$ cat src/rtl/input_stream_node_2d.sv
// rtl/input_stream_node_2d.sv - 2D strided OBI word fetcher feeding a credit-limited output FIFO
module input_stream_node_2d #(
  parameter int FIFO_DEPTH = 4,
  parameter int CNT_WIDTH  = 16
) (
  input  logic                 clk_i,
  input  logic                 rst_ni,
  input  logic                 execute_i,
  input  logic                 clear_i,
  input  logic [31:0]          base_addr_i,
  input  logic [CNT_WIDTH-1:0] inner_count_i,
  input  logic [15:0]          inner_stride_i,
  input  logic [CNT_WIDTH-1:0] outer_count_i,
  input  logic [31:0]          outer_stride_i,
  output struct packed {
    logic        req;
    logic        we;
    logic [3:0]  be;
    logic [31:0] addr;
    logic [31:0] wdata;
  }                            masters_req_o,
  input  struct packed {
    logic        gnt;
    logic        rvalid;
    logic [31:0] rdata;
  }                            masters_resp_i,
  output logic [31:0]          dout_o,
  output logic                 dout_v_o,
  input  logic                 dout_r_i,
  output logic                 busy_o,
  output logic                 done_o
);

  localparam int AW = $clog2(FIFO_DEPTH);
  localparam logic [AW+1:0] DEPTH_L = (AW+2)'(FIFO_DEPTH);

  typedef enum logic [1:0] {S_IDLE, S_REQ, S_DRAIN, S_DONE} state_t;

  state_t               r_state, w_next_state;
  logic [31:0]          r_addr, r_row_addr;
  logic [CNT_WIDTH-1:0] r_inner_idx, r_outer_idx;
  logic [AW:0]          r_outstanding, r_usage;
  logic [AW-1:0]        r_wr_ptr, r_rd_ptr;
  logic [31:0]          r_mem [FIFO_DEPTH];

  logic                 w_req, w_gnt, w_push, w_pop, w_start;
  logic                 w_last_in_row, w_last, w_credit_ok;
  logic [AW+1:0]        w_in_use;
  logic [31:0]          w_next_row;

  assign w_start       = (r_state == S_IDLE) && execute_i;
  assign w_gnt         = w_req && masters_resp_i.gnt;
  // Late responses after a reset are not ours to buffer
  assign w_push        = masters_resp_i.rvalid && ((r_state == S_REQ) || (r_state == S_DRAIN));
  assign w_pop         = dout_v_o && dout_r_i;
  assign w_last_in_row = (r_inner_idx == inner_count_i - CNT_WIDTH'(1));
  assign w_last        = w_last_in_row && (r_outer_idx == outer_count_i - CNT_WIDTH'(1));
  assign w_in_use      = {1'b0, r_outstanding} + {1'b0, r_usage};
  assign w_credit_ok   = (w_in_use < DEPTH_L);
  assign w_next_row    = r_row_addr + outer_stride_i;

  always_ff @(posedge clk_i or negedge rst_ni) begin
    if (!rst_ni) r_state <= S_IDLE;
    else         r_state <= w_next_state;
  end

  always_comb begin
    w_next_state = r_state;
    case (r_state)
      S_IDLE:  if (execute_i)
                 w_next_state = ((inner_count_i != '0) && (outer_count_i != '0)) ? S_REQ : S_DONE;
      S_REQ:   if (w_gnt && w_last) w_next_state = S_DRAIN;
      S_DRAIN: if ((r_outstanding == '0) && (r_usage == '0)) w_next_state = S_DONE;
      S_DONE:  if (clear_i) w_next_state = S_IDLE;
      default: w_next_state = S_IDLE;
    endcase
  end

  always_comb begin
    w_req  = (r_state == S_REQ) && w_credit_ok;
    busy_o = (r_state == S_REQ) || (r_state == S_DRAIN);
    done_o = (r_state == S_DONE);
  end

  always_ff @(posedge clk_i or negedge rst_ni) begin
    if (!rst_ni) begin
      r_addr      <= '0;
      r_row_addr  <= '0;
      r_inner_idx <= '0;
      r_outer_idx <= '0;
    end else if (w_start) begin
      r_addr      <= base_addr_i;
      r_row_addr  <= base_addr_i;
      r_inner_idx <= '0;
      r_outer_idx <= '0;
    end else if (w_gnt) begin
      if (w_last_in_row) begin
        r_inner_idx <= '0;
        r_outer_idx <= r_outer_idx + CNT_WIDTH'(1);
        r_row_addr  <= w_next_row;
        r_addr      <= w_next_row;
      end else begin
        r_inner_idx <= r_inner_idx + CNT_WIDTH'(1);
        r_addr      <= r_addr + {16'b0, inner_stride_i};
      end
    end
  end

  always_ff @(posedge clk_i or negedge rst_ni) begin
    if (!rst_ni) begin
      r_outstanding <= '0;
      r_usage       <= '0;
      r_wr_ptr      <= '0;
      r_rd_ptr      <= '0;
    end else begin
      case ({w_gnt, w_push})
        2'b10:   r_outstanding <= r_outstanding + 1'b1;
        2'b01:   r_outstanding <= r_outstanding - 1'b1;
        default: r_outstanding <= r_outstanding;
      endcase
      case ({w_push, w_pop})
        2'b10:   r_usage <= r_usage + 1'b1;
        2'b01:   r_usage <= r_usage - 1'b1;
        default: r_usage <= r_usage;
      endcase
      if (w_push) r_wr_ptr <= r_wr_ptr + 1'b1;
      if (w_pop)  r_rd_ptr <= r_rd_ptr + 1'b1;
    end
  end

  always_ff @(posedge clk_i) begin
    if (w_push) r_mem[r_wr_ptr] <= masters_resp_i.rdata;
  end

  assign dout_o   = r_mem[r_rd_ptr];
  assign dout_v_o = (r_usage != '0);

  assign masters_req_o.req   = w_req;
  assign masters_req_o.we    = 1'b0;
  assign masters_req_o.be    = 4'b1111;
  assign masters_req_o.addr  = r_addr;
  assign masters_req_o.wdata = 32'h0;

endmodule

$ cat config.mk
export PLATFORM = sky130hd
export DESIGN_NAME = input_stream_node_2d
export DESIGN_NICKNAME = d
export VERILOG_FILES = /design/src/rtl/input_stream_node_2d.sv
export SDC_FILE = /design/constraint.sdc
export NUM_CORES = 1
export LEC_CHECK = 0
export BUFFER_PORTS_ARGS = -buffer_cell sky130_fd_sc_hd__buf_2
export CORE_MARGIN = 10
export CORE_UTILIZATION = 40
export CTS_BUF_LIST = sky130_fd_sc_hd__clkbuf_4 sky130_fd_sc_hd__clkbuf_8
export DETAILED_ROUTE_END_ITERATION = 10
export PLACE_DENSITY_LB_ADDON = 0.1
export SLEW_MARGIN = 10
export SYNTH_ARGS = -nofsm -noshare
export SYNTH_HDL_FRONTEND = slang
export SYNTH_SLANG_ARGS = --single-unit
export TNS_END_PERCENT = 1
$ cat constraint.sdc
create_clock -name clk_i -period 5.4 [get_ports clk_i]
set_clock_uncertainty 0.2 [all_clocks]
set_input_delay 1.08 -clock clk_i [delete_from_list [all_inputs] [get_ports clk_i]]
set_output_delay 1.08 -clock clk_i [all_outputs]
set_load 0.05 [all_outputs]
# Yosys cells after proc, flatten, opt, wreduce, memory -nomap -nowiden

Memories as Yosys holds them, arrays and structs flattened.
Index checks and enable logic that the tools add are counted.

Input bits: 151
Output and inout port bits: 105
RAM bits: 128
Memories kept: 1
Register bits after elaboration: 108

Eq/ne operators: 13
Multiplexer cells: 22
Reductions and logical operators: 22
$lt $le $gt $ge: 1
Add/subtract/negate cells: 13

Memory list:

| memory | depth | width | rd ports | clocked after Yosys merged registers in | write ports | line | text |
|---|---|---|---|---|---|---|---|
| r_mem  | 4     | 32    | 1        | 0                                       | 1           | 44   | `logic [31:0] r_mem [FIFO_DEPTH];` |

Operator list:

| kind                                                                          | number |
|---|---|
| 32-bit two-way mux                                                            | 6 |
| 16-bit two-way mux                                                            | 6 |
| 16-bit by 1-bit adder with 16-bit output (second input constant)              | 2 |
| 32-bit by 16-bit adder with 32-bit output                                     | 1 |
| 32-bit adder                                                                  | 1 |
| 16-bit equality test                                                          | 2 |
| 16-bit nonzero test                                                           | 2 |
| 16-bit by 1-bit subtractor with 16-bit output (second input constant)         | 2 |
| 3-bit one-hot mux with 2 select lines                                         | 2 |
| 2-bit two-way mux                                                             | 5 |
| 1-bit logical AND                                                             | 9 |
| 2-bit equality test (second input constant)                                   | 4 |
| 2-bit != test (second input constant)                                         | 4 |
| 2-bit one-hot mux with 4 select lines                                         | 1 |
| 2-bit nonzero test                                                            | 4 |
| 3-bit by 1-bit adder with 3-bit output (second input constant)                | 2 |
| 2-bit by 1-bit equality test with 1-bit output (second input constant)        | 3 |
| 3-bit zero test                                                               | 2 |
| 3-bit by 1-bit subtractor with 3-bit output (second input constant)           | 2 |
| 2-bit by 1-bit adder with 2-bit output (second input constant)                | 2 |
| 3-bit by 3-bit adder with 4-bit output                                        | 1 |
| 4-bit by 3-bit less-than comparator with 1-bit output (second input constant) | 1 |
| 4-bit AND reduction                                                           | 1 |
| 3-bit nonzero test                                                            | 1 |
| other kinds (4)                                                               | 5 |

# Logic depth before layout (Yosys ltp)

Gate-level depths: netlist of the first run.

Depth after elaboration: 7
Gate-level depth with buffers: 14
Mapped depth without buffers: 13

# Worst setup path after synthesis of the first run

No wires, ideal clock.

Path type: input to register
Start point: input inner_count_i[0]
End point: register r_state[1]
Library setup time: 0.079 ns
Path buffers: 1
Stages on the path: 12
Data arrival time: 3.743 ns
Slack: 1.377 ns
Path through: inv_1 ha_1 or3b_2 nor3_2 or4b_1 and2_1 and3b_1 buf_4 nand2_4 or4_4 o21ai_2 mux2i_1

Longest elaborated chain between the ends: 6
Elaborated cells between the ends (all ways): 11
Classes of those cells: 1 x add/sub; 2 x eq/ne; 3 x mux; 5 x reduce/logical

Ends and longest elaborated chain:

| item                                          | line | text |
|---|---|---|
| start: declaration                            | 11   | `input logic [CNT_WIDTH-1:0] inner_count_i,` |
| 16-bit by 1-bit subtractor with 16-bit output | 56   | `assign w_last_in_row = (r_inner_idx == inner_count_i - CNT_WIDTH'(1));` |
| 16-bit equality test                          | 56   |  |
| 1-bit logical AND                             | 57   | `assign w_last = w_last_in_row && (r_outer_idx == outer_count_i - CNT_WIDTH'(1));` |
| 1-bit logical AND                             | 72   | `S_REQ: if (w_gnt && w_last) w_next_state = S_DRAIN;` |
| 2-bit != test (no source line)                | --   |  |
| 4-bit AND reduction (no source line)          | --   |  |
| end signal: assignment                        | 64   | `else r_state <= w_next_state;` |
| end: declaration                              | 39   | `state_t r_state, w_next_state;` |

Parallel ways exist; a longest one is shown, timed or not. The select of a mux whose other input is x is not followed.
A chain may end at the register's enable or synchronous reset.

# Final worst setup path of the first run

Start point: input inner_count_i[0]
End point: register r_row_addr[1]

Longest elaborated chain between the ends: 4

Ends and longest elaborated chain:

| item                                          | line | text |
|---|---|---|
| 16-bit by 1-bit subtractor with 16-bit output | 56   |  |
| 16-bit equality test                          | 56   |  |
| 2-bit nonzero test (no source line)           | --   |  |
| 2-bit AND reduction (no source line)          | --   |  |
| end signal: assignment                        | 93   | `r_row_addr <= base_addr_i;` |
| end signal: assignment                        | 100  | `r_row_addr <= w_next_row;` |
| end: declaration                              | 40   | `logic [31:0] r_addr, r_row_addr;` |

No other way between the ends.

==> reports/qor.csv, run 1 <==
stage,metric,value,unit
outcome,outcome,finished clean,
synthesis,async_flop_share,0.458,
placement,place_congestion,0.919,
clock_tree,cts_tree,done,
route,wl_per_cell,20.3,um
final_layout,fillerInstances,3309,
synthesis,yosys_warnings,0,
global_routing,grt_use_met1,0.239,
floorplan,die_area,42900,um^2
final_layout,syn_to_final_growth,17.3,%
route,drc,0,
clock_tree,clock_latency,0.55,ns
setup_path,crit_slowest_cell,nor4b_1,
route,avgViaCountPerCell,5.44,
final_layout,final_cell_mix,"buf_2 (217), edfxtp_1 (128), nand2_1 (109), dfrtp_1 (107), o21ai_0 (106)",
setup_path,crit_type,primary input to flop,
setup_path,crit_buf_inv,3,
route,drt-pass1-iter-count,5,
sta,rsz0062_at_grt,false,
sta,report.final.hold_viol_count,0,
hold_path,min_path_type,flop to flop,
power_and_ir_drop,power_leakage,7.09,nW
synthesis,synthMuxAreaShare,0.0616,
synthesis,syn_inst,1329,
clock_tree,post_cts_buffers,0,
clock_tree,path_clk_slew,0.06,ns
setup_path,cp_top_family,simple AND/OR/NAND/NOR gates,
clock_tree,cts_buffers,42,
clock_tree,cts_htree_levels,2,
power_and_ir_drop,vdd_drop_max,0.372,mV
clock_tree,clock_sinks,236,
hold_path,hold_path_depth,1,
setup_path,endpoint_kind,flop,
route,route.antenna.remaining_nets,0,
sta,slew_viol_final,0,
setup_path,worst-r2r-cell-count,13,
job,cap_violations,0,
synthesis,synth_area,14000,um^2
power_and_ir_drop,p_per_area,473,nW/um^2
hold_path,holdCritStartpoint,r_row_addr[28],
setup_path,max_stage_delay,0.59,ns
clock_tree,clock_path_buffers,3,
clock_tree,ctsHoldBuffers,0,
sta,layout_min_cycle_time,4.26,ns
synthesis,synth_area_per_cell,10.5,um^2
global_routing,grtUsageMet2,0.313,
final_layout,drive_gt1_frac,0.228,
route,drtIter0Drc,673,
setup_path,r2r_start,r_outstanding[2],
floorplan,core,34500,um^2
sta,fmax,235,MHz
floorplan,rows,68,
floorplan,ios,256,
placement,io_buffers,218,
setup_path,cp.arrival,4.55,ns
synthesis,synth_edf_count,128,
global_routing,grt_pass1_vias,11400,
sta,slew_headroom,0.445,
setup_path,startpoint,inner_count_i[0],
global_routing,met3_usage,0.0376,
setup_path,cp.required,5.68,ns
synthesis,synthSimpleGateAreaFrac,0.142,
floorplan,start_util,0.405,
final_layout,finalNetCount,1783,
synthesis,ys.flop_type,edfxtp_1,
clock_tree,post_cts_resized,0,
global_routing,gr-total-overflow,0,
synthesis,synth_compound_area_frac,0.156,
global_routing,grt_pass1_wl,64600,um
final_layout,mostFrequentLayoutCell,buf_2,
global_routing,antenna_found_initial,6,
hold_path,hold_end,r_row_addr[28],
final_layout,regArea,6550,um^2
final_layout,multi_input_area,6970,um^2
synthesis,synth_fa_ha_area_frac,0.0638,
route,drt_wl_total,41600,um
floorplan,die_w,207,um
setup_path,path_max_fanout,13,
synthesis,synth_cell_type_count,76,
setup_path,startpoint_type,primary input,
synthesis,ys_seq_area_frac,0.468,
global_routing,grt_max_degree,56,
floorplan,die_h,207,um
sta,tightest_slew,0.832,ns
sta,fin_crit_sh,0.789,
power_and_ir_drop,total_power,7.77,mW
route,vias,11200,
sta,fin_setup_tns,0,ns
setup_path,worstPathCellList,buf_2 -> inv_1 -> ha_1 -> nor4b_1 -> nand4_1 -> xnor2_1 -> nor4b_1 -> and3_1 -> a21o_1 -> nand2_1 -> buf_4 -> a211oi_1 -> a21o_1,
setup_path,timing.rr.end,r_outer_idx[5],
global_routing,top_usage_layer,met2,
global_routing,grt_use_total,0.186,
sta,setup_viol,0,
synthesis,synth-seq-cells,236,
setup_path,reg2reg_slack,1.45,ns
clock_tree,cts-root-buf,clkbuf_8,
synthesis,yosys.area_share.xor_xnor,0.0644,
placement,hpwl,31000,um
synthesis,synth_top_family_by_area,compound AO/OA/AOI/OAI gates,
-- stage by stage --
stage          instance area (um^2)  utilization  std cells  setup WS, ns  hold slack (ns)
6_report                      16400        0.475       2049          1.14            0.280
5_1_grt                       16400        0.475       2048         0.944            0.308
4_1_cts                       16400        0.475       2047          1.31            0.286
3_5_place_dp                  15500        0.449       1974         0.739            0.273
3_3_place_gp                  15500        0.449       1974         0.825            0.265
2_1_floorplan                 14100            -       1364          1.38            0.250
-- synthesized netlist by cell type (32+ instances only) --
library cell,count,share of area
edfxtp_1,128,0.27
nand2_1,110,0.029
dfrtp_1,108,0.19
o21ai_0,106,0.038
nor2_1,94,0.025
a21oi_1,86,0.031
ha_1,65,0.058
xnor2_1,63,0.039
xor2_1,40,0.025
buf_4,39,0.021
clkbuf_1,39,0.010
inv_1,39,0.010
nand3_1,38,0.014
and3_1,32,0.014
mux4_2,32,0.051
-- report_power, final --
group	switching (mW)	internal, mW
Sequential	0.291	2.29
Combinational	2.29	1.12
Clock	0.748	1.03
-- cell families (layout without fill, tap and decap cells) --
group / after synthesis / after routing
compound gates: 350 / 350
xor+xnor: 103 / 103
fa+ha+maj: 69 / 69
buf+inv: 126 / 354
flops: 236 / 236
mux: 46 / 46
other cells: 2 / 39
simple gates: 397 / 397
-- worst max path at each step --
stage | slack, ns | cells after the start | to
after floorplan | 1.38 | 12 | r_state[1]
after global placement | 0.82 | 13 | r_row_addr[1]
after detailed placement | 0.74 | 13 | r_row_addr[1]
after CTS | 1.31 | 13 | r_row_addr[1]
after global routing | 0.94 | 13 | r_row_addr[1]
final | 1.14 | 13 | r_row_addr[1]
-- registers in the layout (all words and copies together) (netlist names) --
name	flops
r_wr_ptr	2
r_outer_idx	16
r_outstanding	3
r_rd_ptr	2
r_state	2
r_usage	3
r_addr	32
r_inner_idx	16
r_mem	128
r_row_addr	32
-- layer usage --
metal	up-vias	routed length (um)
met2	358	20200
met1	5370	18200
met5	-	62
li1	5348	-
met4	8	740
met3	68	2430
-- cell type report --
| type | count | area share |
|---|---|---|
| Antenna cell | 2 | 0.000305 |
| Clock buffer | 59 | 0.0449 |
| Clock inverter | 14 | 0.00983 |
| Inverter | 39 | 0.00891 |
| Multi-Input combinational cell | 1002 | 0.424 |
| Sequential cell | 236 | 0.399 |
| Tap cell | 455 | 0.0347 |
| Timing Repair Buffer | 242 | 0.0783 |
Note: power is estimated with default switching activity, not from simulation.
==> inputs of run 2 (changes only) <==
--- a/config.mk
+++ b/config.mk
@@ -5,6 +5,7 @@
 export SDC_FILE = /design/constraint.sdc
 export NUM_CORES = 1
 export LEC_CHECK = 0
+export ABC_AREA = 1
 export BUFFER_PORTS_ARGS = -buffer_cell sky130_fd_sc_hd__buf_2
 export CORE_MARGIN = 10
 export CORE_UTILIZATION = 40
==> constraint.sdc (replaced) <==
create_clock -name clk_i -period 4.45 [get_ports clk_i]
set_clock_uncertainty 0.2 [all_clocks]
set_input_delay 0.89 -clock clk_i [delete_from_list [all_inputs] [get_ports clk_i]]
set_output_delay 0.89 -clock clk_i [all_outputs]
set_load 0.05 [all_outputs]
==> reports/qor.csv, run 2 <==
stage,metric,value,unit,change
synthesis,synth_area_leaders,"edfxtp_1 (24%), dfrtp_1 (17%), nand2_1 (13%), nor2_1 (6.3%), inv_1 (5.2%)",,
power_and_ir_drop,p_sw,6.81,mW,+100%
global_routing,antenna_found_initial,1,,-5
clock_tree,clock_latency,0.57,ns,+0.02 ns
sta,tightest_slew,0.817,ns,-0.0143 ns
power_and_ir_drop,vdd_drop_max,0.312,mV,-16%
setup_path,crit_type,flop to primary output,,
placement,hpwl,39200,um,+26%
setup_path,cp.required,3.36,ns,-2.32 ns
setup_path,crit_slowest_cell,inv_1,,
clock_tree,cts_tree,done,,
route,drtIter0Drc,1048,,+56%
floorplan,ios,256,,unchanged
synthesis,synth_cell_type_count,43,,-43%
final_layout,reg.largest.list,"r_mem (128), r_addr (32), r_row_addr (32)",,
setup_path,startpoint_type,flop,,
final_layout,fillerInstances,4081,,+23%
hold_path,min_path_type,primary input to async pin,,
power_and_ir_drop,total_power,13.0,mW,+68%
sta,slew_headroom,0.455,,+0.00957
power_and_ir_drop,p_comb_frac,0.574,,+0.135
synthesis,synth_edf_count,128,,unchanged
job,cap_violations,0,,unchanged
floorplan,die_w,220,um,+6.0%
final_layout,instances_no_fill,2902,,+42%
sta,setup_viol,0,,unchanged
clock_tree,clock_path_buffers,3,,unchanged
synthesis,synth_area,15900,um^2,+14%
route,wl_per_cell,17.7,um,-13%
route,route.antenna.remaining_nets,0,,unchanged
setup_path,max_stage_delay,0.40,ns,-0.19 ns
final_layout,regMostFlops,r_mem,,
placement,place_inst,2822,,+43%
synthesis,synth.most_common_cell,nand2_1,,
power_and_ir_drop,swShare,0.523,,+0.0943
final_layout,final_cell_mix,"nand2_1 (563), nor2_1 (262), inv_1 (219), buf_2 (217), nand3_1 (146)",,
clock_tree,cts_buffers,42,,unchanged
power_and_ir_drop,p_int,6.21,mW,+40%
clock_tree,cts_htree_levels,2,,unchanged
clock_tree,cts-root-buf,clkbuf_8,,
final_layout,drive_gt1_frac,0.156,,-0.0722
synthesis,synth_top_area_frac,0.241,,-0.0334
route,drt-pass1-iter-count,5,,unchanged
floorplan,start_util,0.403,,-0.00233
route,avgViaCountPerCell,5.10,,-6.4%
global_routing,grt_pass1_vias,14500,,+27%
setup_path,reg2reg_slack,1.34,ns,-0.11 ns
synthesis,yosys_warnings,0,,unchanged
sta,fin_crit_sh,0.791,,
sta,report.final.hold_viol_count,0,,unchanged
global_routing,grt_pass1_wl,78900,um,+22%
sta,whs,0.172,ns,-0.109 ns
placement,pre_cts_ws,0.728,ns,-0.0105 ns
route,drc,0,,unchanged
power_and_ir_drop,power_leakage,8.64,nW,+22%
global_routing,grt_use_total,0.207,,+0.0208
floorplan,die_area,48200,um^2,+12%
synthesis,async_flop_share,0.458,,unchanged
setup_path,worstPathCellList,inv_1 -> buf_4 -> o21ai_0 -> o22ai_1 -> buf_2,,
setup_path,cp.arrival,2.43,ns,-2.12 ns
synthesis,ys_top_cells_by_count,"nand2_1 (564), nor2_1 (267), inv_1 (220), nand3_1 (146), edfxtp_1 (128)",,
clock_tree,path_clk_slew,0.07,ns,about the same
clock_tree,post_cts_buffers,0,,unchanged
setup_path,worst-r2r-cell-count,12,,-1
placement,place_congestion,0.944,,+2.8%
synthesis,synth_top_cell_by_area,edfxtp_1,,
sta,rsz0062_at_grt,false,,
route,drt_wl_total,51300,um,+23%
synthesis,ys_seq_area_frac,0.411,,-0.0568
final_layout,largest_reg_flops,128,,unchanged
sta,slew_viol_final,0,,unchanged
synthesis,synth_area_per_cell,7.52,um^2,-29%
floorplan,rows,73,,+7.4%
final_layout,finalNetCount,2561,,+44%
route,vias,14800,,+33%
global_routing,gr-total-overflow,0,,unchanged
sta,fin_setup_tns,0,ns,unchanged
final_layout,mostFrequentLayoutCell,nand2_1,,
floorplan,die_h,220,um,+6.0%
placement,io_buffers,218,,unchanged
setup_path,timing.rr.end,r_outer_idx[7],,
clock_tree,ctsHoldBuffers,0,,unchanged
outcome,outcome,finished clean,,
power_and_ir_drop,p_clk_frac,0.162,,-0.067
setup_path,r2r_start,r_state[1],,
synthesis,syn_inst,2120,,+60%
floorplan,core,39500,um^2,+14%
power_and_ir_drop,share_seq_of_total_power,0.264,,-0.068
setup_path,endpoint_kind,primary output,,
final_layout,syn_to_final_growth,14.9,%,
sta,setup_slack,0.931,ns,-0.207 ns
clock_tree,post_cts_resized,0,,unchanged
sta,fmax,284,MHz,
synthesis,ys.flop_type,edfxtp_1,,
power_and_ir_drop,p_per_area,711,nW/um^2,+50%
global_routing,grt_max_degree,75,,+34%
synthesis,synth-seq-cells,236,,unchanged
setup_path,path_max_fanout,28,,+15
sta,layout_min_cycle_time,3.52,ns,
clock_tree,clock_sinks,236,,unchanged
## run 2: cell count changes in the layout (fill, tap and decap cells not counted), moves of 19 or more
cell,change
nand3_1,+108
nand2_1,+454
o21ai_0,+21
nand4_1,+23
a21o_1,-27
nor2_1,+168
and3_1,-30
nor2_2,+39
o22ai_1,+37
inv_1,+180
mux4_2,-32
nand2b_1,-19
xnor2_1,-25
## run 2: power groups by stage
stage / Clock (mW) / Combinational [mW] / Sequential (mW)
5_1_grt: 2.26 / 8.25 / 3.49
2_1_floorplan: 0 / 5.07 / 3.77
3_3_place_gp: 0 / 7.40 / 3.46
4_1_cts: 2.16 / 7.48 / 3.43
6_report: 2.11 / 7.47 / 3.44
3_5_place_dp: 0 / 7.45 / 3.46
## run 2: cell families (layout without fill, tap and decap cells)
group	count (synthesis)	count (layout)	synth area share
buffers and inverters	317	537	0.0876
AOI/OAI and AO/OA	292	292	0.0980
other	2	39	0.000471
adders and majority gates	69	69	0.0561
and+or+nand+nor	1118	1118	0.300
xor gates and xnor gates	86	86	0.0473
DFF	236	236	0.411
## run 2: worst max-delay path, delay by kind of cell, from the launching register on
| kind | cells | cell delay [ns] |
|---|---|---|
| buffers and inverters | 3 | 1.11 |
| AO/OA/AOI/OAI | 2 | 0.36 |
| flip-flops | 1 | 0.38 |
## run 2: cell type report
cell class	instances	area (um^2)	share of cell area
diodes	2	5.00	0.000273
multi-input cells	1602	8150	0.445
clock inverters	17	130	0.00710
well taps	525	657	0.0359
inverters	225	850	0.0464
flip-flops and latches	236	6550	0.357
repair buffers	234	1230	0.0669
clock buffers	61	758	0.0414
## run 2: per-layer routing
metal	up-vias	track usage	wire, um
met2	387	0.335	23600
met5	-	0	0
met3	72	0.0263	2810
met1	6961	0.284	23600
li1	7366	-	-
met4	0	0.0605	1210
## run 2: worst max path at each step
stage | from | endpoint | slack, ns | depth (start not counted)
5_1_grt | r_rd_ptr[0] | dout_o[11] | 0.75 | 5
3_5_place_dp | inner_count_i[0] | r_outer_idx[11] | 0.73 | 16
3_3_place_gp | inner_count_i[0] | r_outer_idx[7] | 0.79 | 16
4_1_cts | r_rd_ptr[0] | dout_o[11] | 0.85 | 5
6_report | r_rd_ptr[0] | dout_o[11] | 0.93 | 5
2_1_floorplan | r_state[0] | r_mem[0][0] | 1.13 | 4
## run 2: stage by stage
stage,cell area (um^2),utilization
after floorplan,16100,-
after global placement,17400,0.441
after detailed placement,17400,0.441
after CTS,18300,0.463
after global routing,18300,0.463
final,18300,0.463
